==> src/rtl/demux4x32_buf_pkg.sv <==
// Shared constants for the buffered 1-to-4 word demultiplexer.
package demux4x32_buf_pkg;
    localparam logic [1:0] CH0 = 2'd0;
    localparam logic [1:0] CH1 = 2'd1;
    localparam logic [1:0] CH2 = 2'd2;
    localparam logic [1:0] CH3 = 2'd3;

    localparam int NUM_CH    = 4;
    localparam int DEPTH     = 2;
    localparam int DEF_WIDTH = 32;
endpackage

==> src/rtl/demux4x32_buf_fifo2.sv <==
// Two-entry FIFO; the head word is held on dout after the FIFO drains.
module fifo2
    import demux4x32_buf_pkg::*;
#(
    parameter int WIDTH = DEF_WIDTH
) (
    input  logic             clk,
    input  logic             clrn,
    input  logic             push,
    input  logic [WIDTH-1:0] din,
    output logic             full,
    input  logic             pop,
    output logic [WIDTH-1:0] dout,
    output logic             nempty
);
    logic [DEPTH-1:0][WIDTH-1:0] mem;
    logic                        wptr, rptr;
    logic [1:0]                  count;
    logic [WIDTH-1:0]            last;
    logic                        do_push, do_pop;

    assign full    = (count == 2'(DEPTH));
    assign nempty  = (count != 2'd0);
    assign do_push = push & ~full;
    assign do_pop  = pop & nempty;

    // last tracks the current head so an empty channel keeps showing it
    assign dout = nempty ? mem[rptr] : last;

    always_ff @(posedge clk or negedge clrn) begin
        if (!clrn) begin
            mem   <= '0;
            wptr  <= 1'b0;
            rptr  <= 1'b0;
            count <= 2'd0;
            last  <= '0;
        end else begin
            if (do_push) begin
                mem[wptr] <= din;
                wptr      <= ~wptr;
            end
            if (do_pop)
                rptr <= ~rptr;
            case ({do_push, do_pop})
                2'b10:   count <= count + 2'd1;
                2'b01:   count <= count - 2'd1;
                default: count <= count;
            endcase
            if (nempty)
                last <= mem[rptr];
        end
    end
endmodule

==> src/rtl/demux4x32_buf.sv <==
// Steers one valid/ready word stream into four independently drained 2-entry buffers.
module demux4x32_buf
    import demux4x32_buf_pkg::*;
#(
    parameter int WIDTH = DEF_WIDTH,
    parameter int CNTW  = 16
) (
    input  logic             clk,
    input  logic             clrn,
    input  logic             in_valid,
    output logic             in_ready,
    input  logic [WIDTH-1:0] in_data,
    input  logic [1:0]       s,
    output logic [WIDTH-1:0] y0,
    output logic [WIDTH-1:0] y1,
    output logic [WIDTH-1:0] y2,
    output logic [WIDTH-1:0] y3,
    output logic [3:0]       out_valid,
    input  logic [3:0]       out_ready,
    output logic [CNTW-1:0]  acc_cnt
);
    logic [NUM_CH-1:0]            full;
    logic [NUM_CH-1:0]            push;
    logic [NUM_CH-1:0][WIDTH-1:0] dout;
    logic                         accept;

    // in_ready depends on the selected channel's fill state only, never on out_ready
    assign in_ready = ~full[s];
    assign accept   = in_valid & in_ready;

    for (genvar i = 0; i < NUM_CH; i++) begin : g_ch
        assign push[i] = accept & (s == 2'(i));

        fifo2 #(.WIDTH(WIDTH)) u_fifo (
            .clk    (clk),
            .clrn   (clrn),
            .push   (push[i]),
            .din    (in_data),
            .full   (full[i]),
            .pop    (out_ready[i]),
            .dout   (dout[i]),
            .nempty (out_valid[i])
        );
    end

    assign y0 = dout[CH0];
    assign y1 = dout[CH1];
    assign y2 = dout[CH2];
    assign y3 = dout[CH3];

    always_ff @(posedge clk or negedge clrn) begin
        if (!clrn)
            acc_cnt <= '0;
        else if (accept)
            acc_cnt <= acc_cnt + 1'b1;
    end
endmodule

==> config.mk <==
export PLATFORM = sky130hd
export DESIGN_NAME = demux4x32_buf
export DESIGN_NICKNAME = d
export VERILOG_FILES = /design/src/rtl/demux4x32_buf_pkg.sv /design/src/rtl/demux4x32_buf_fifo2.sv /design/src/rtl/demux4x32_buf.sv
export SDC_FILE = /design/constraint.sdc
export NUM_CORES = 1
export LEC_CHECK = 0
export CORE_UTILIZATION = 40
export DETAILED_ROUTE_END_ITERATION = 10
export PLACE_DENSITY = 0.58
export SYNTH_ARGS = -nofsm -noshare
export SYNTH_HDL_FRONTEND = slang
export SYNTH_SLANG_ARGS = --single-unit
==> constraint.sdc <==
create_clock -name clk -period 2.1 [get_ports clk]
set_input_delay 0.315 -clock clk [delete_from_list [all_inputs] [get_ports clk]]
set_output_delay 0.315 -clock clk [all_outputs]
set_load 0.01 [all_outputs]
==> results_dict.tcl <==
set metrics [dict create \
    synth_edf_count 0 \
    insertion_delay_ns 0.57 \
    final.setup.worst_slack_ns -0.219 \
    cts.path.max_buffers 3 \
    cts_tree "built" \
    switching_share_pct 36.3 \
    fill_cells 3287 \
    finalHoldViolations 0 \
    seqCellArea_um2 10400 \
    path_class "reg2out" \
    intPower_mw 29.4 \
    crit_chain "or2_4, buf_12, a21oi_2, dlygate4sd2_1" \
    cpLargestDelayFamily "buffers and inverters" \
    syn_nets 1292 \
    fin_area_um2 24200 \
    path_clk_slew_ns 0.06 \
    r2r-end "g_ch[2].u_fifo.count[1]" \
    ant_nets 0 \
    synth_area_leaders "dfrtp_1, mux2_2, mux2i_1" \
    leakagePower_nw 10.5 \
    dp.cells 1976 \
    start_util_pct 40.9 \
    drt_iter0_drc 451 \
    root_buffer "clkbuf_16" \
    fin_skew_ns 0.0137 \
    power.switching_mw 16.7 \
    min_period_over_period_pct 110 \
    yosysMostFrequentCell "dfrtp_1" \
    row_count 74 \
    wire_per_inst_um 21.3 \
    n_antenna_cell 0 \
    path_buf_inv 2 \
    grt_pass1_vias 11223 \
    fp.dieW_um 207 \
    critPathSlowestCell "dfrtp_1" \
    rsz0062_at_grt "yes" \
    core_um2 41200 \
    crit_arrival_ns 2.00 \
    viasPerCell 5.16 \
    worstPathRequired_ns 1.78 \
    ys_seq_area_share_pct 61.7 \
    stdcell_count 2132 \
    final_core_util_pct 58.8 \
    crit_cells 4 \
    drc_errors 0 \
    rrSetupSlack_ns 0.03 \
    synth_area_um2 16900 \
    p_clk_share_pct 18.2 \
    p_comb_share_pct 50.3 \
    synth_area_leader_cell "dfrtp_1" \
    violations "negative setup slack" \
    holdCritPathClass "in2async" \
    crit_fanout 32 \
    dr.pass1.iters 4 \
    dieArea_um2 43000 \
    multi_input_area_um2 7870 \
    io_pins 190 \
    drive_gt1_share_pct 55.8 \
    avgSynthCellArea_um2 13.5 \
    grt_pass1_wl_um 68200 \
    place_area_um2 20100 \
    cap_violations 0 \
    vias 10993 \
    finalPower_mw 46.1 \
    dieHeight_um 207 \
    status "finished with violations" \
    fmax_ghz 0.431 \
    numCtsBuffers 46 \
    rr_worst_depth 9 \
    dp_hpwl_um 26600 \
    async_flop_share_pct 100 \
    area_delta_synth_final_pct 43.6 \
    grtUsageTotal_pct 20.8 \
    max_slew_margin_pct 65.6 \
    fin_setup_tns_ns -14.74 \
    cts_max_level 2 \
    cpPeakStageDelay_ns 0.38 \
    cts_num_sinks 416 \
    synthDistinctLibCells 34 \
    power_density_nw_per_um2 1910 \
    synth_common_cells "dfrtp_1, mux2_2, nor2_1, a21oi_1, mux2i_1" \
    routed_wl_um 45500 \
    vdd_ir_drop_max_mv 1.20 \
    ys_warn_count 0 \
    dp_slack_ns -0.432 \
    ys_seq_elements 416 \
    antenna_found_initial 0 \
    tightestPinTransition_ns 0.516 \
    min_period_ns 2.32 \
    fin_hold_ws_ns 0.311 \
    port_buffers 189 \
    yosysTopAreaCellShare_pct 61.7 \
    power_frac_seq_pct 31.5 \
    cp-end-kind "output pin" \
    overflow 0 \
    r2r_start "g_ch[2].u_fifo.count[1]" \
    globalplace.congestion 0.752 \
    syn-instance-count 1246 \
    yosys_most_used_dff "dfrtp_1" \
    grt_max_degree 75 \
    finalMaxSlewViolations 0 \
    cp-start-kind "flip-flop" \
    nets 1609 \
    setup_viol 126 \
]
-- metal layers --
layer  part of all wire (%)  wire length [um]  track usage (%)
met5                      0                 0                0
met3                    3.1              1410             2.81
met1                     46             20900             28.5
met2                     49             22200             34.5
met4                    2.0               928             5.79
-- power groups by stage --
stage	clock network, mW	logic (mW)	registers, mW
CTS	8.57	20.6	14.1
finish	8.39	23.2	14.5
global route	8.89	24.7	15.0
detailed placement	0	18.1	14.0
floorplan	0	9.29	13.5
global placement	0	18.0	13.8
-- cells in the final DEF (no fill, tap or decap), drive strengths merged, types with 2 or more instances in the layout --
cell             n
a21oi          128
and2             4
and4             2
buf            228
bufinv           5
clkbuf          93
clkdlybuf4s15   10
clkdlybuf4s50   55
clkinv          13
clkinvlp         2
dfrtp          416
dlygate4sd2     20
dlymetal6s2s     2
ha               5
inv             10
mux2           257
mux2i          128
nand2            7
nand2b           2
nand3            7
nand4            3
nor2           137
nor2b            3
nor3            12
nor4             2
nor4bb           2
or2              5
xnor2           18
xor2            17
-- sequential cells by signal, indices dropped and copies added, names as in the netlist --
signal	flops
g_ch.u_fifo.count	8
g_ch.u_fifo.last	128
g_ch.u_fifo.mem	256
g_ch.u_fifo.rptr	4
g_ch.u_fifo.wptr	4
acc_cnt	16
-- cell families (layout without fill, tap and decap cells) --
family / after synthesis / in the layout / synth area share, %
muxes: 385 / 385 / 24.8
buffers and inverters: 86 / 440 / 2.26
AOI/OAI and AO/OA: 129 / 129 / 3.85
adders and majority gates: 5 / 5 / 0.371
and+or+nand+nor: 190 / 190 / 5.23
DFF: 416 / 416 / 61.7
xor gates and xnor gates: 35 / 35 / 1.82
-- worst max path at each step --
stage	to	from
2_1_floorplan	acc_cnt[1]	s[1]
3_3_place_gp	in_ready	s[1]
3_5_place_dp	in_ready	s[1]
4_1_cts	y2[17]	g_ch[2].u_fifo.count[0]
5_1_grt	y2[13]	g_ch[2].u_fifo.count[1]
6_report	y2[1]	g_ch[2].u_fifo.count[1]
-- timing repair --
action	4_1_cts	5_1_grt
hold buffers	1	0
endpoints found under the setup margin	133	158
setup buffers	25	41
pin swaps	11	29
resized for setup	581	351
gates cloned	12	5
endpoints found under the hold margin	42	0
-- final cells by class --
class | count | area share (%)
flip-flops and latches | 416 | 43.0
repair buffers | 346 | 15.1
clock inverters | 21 | 0.987
clock buffers | 64 | 5.57
multi-input cells | 744 | 32.5
inverters | 9 | 0.139
well taps | 532 | 2.75
Power figures use the tool's default switching activity.
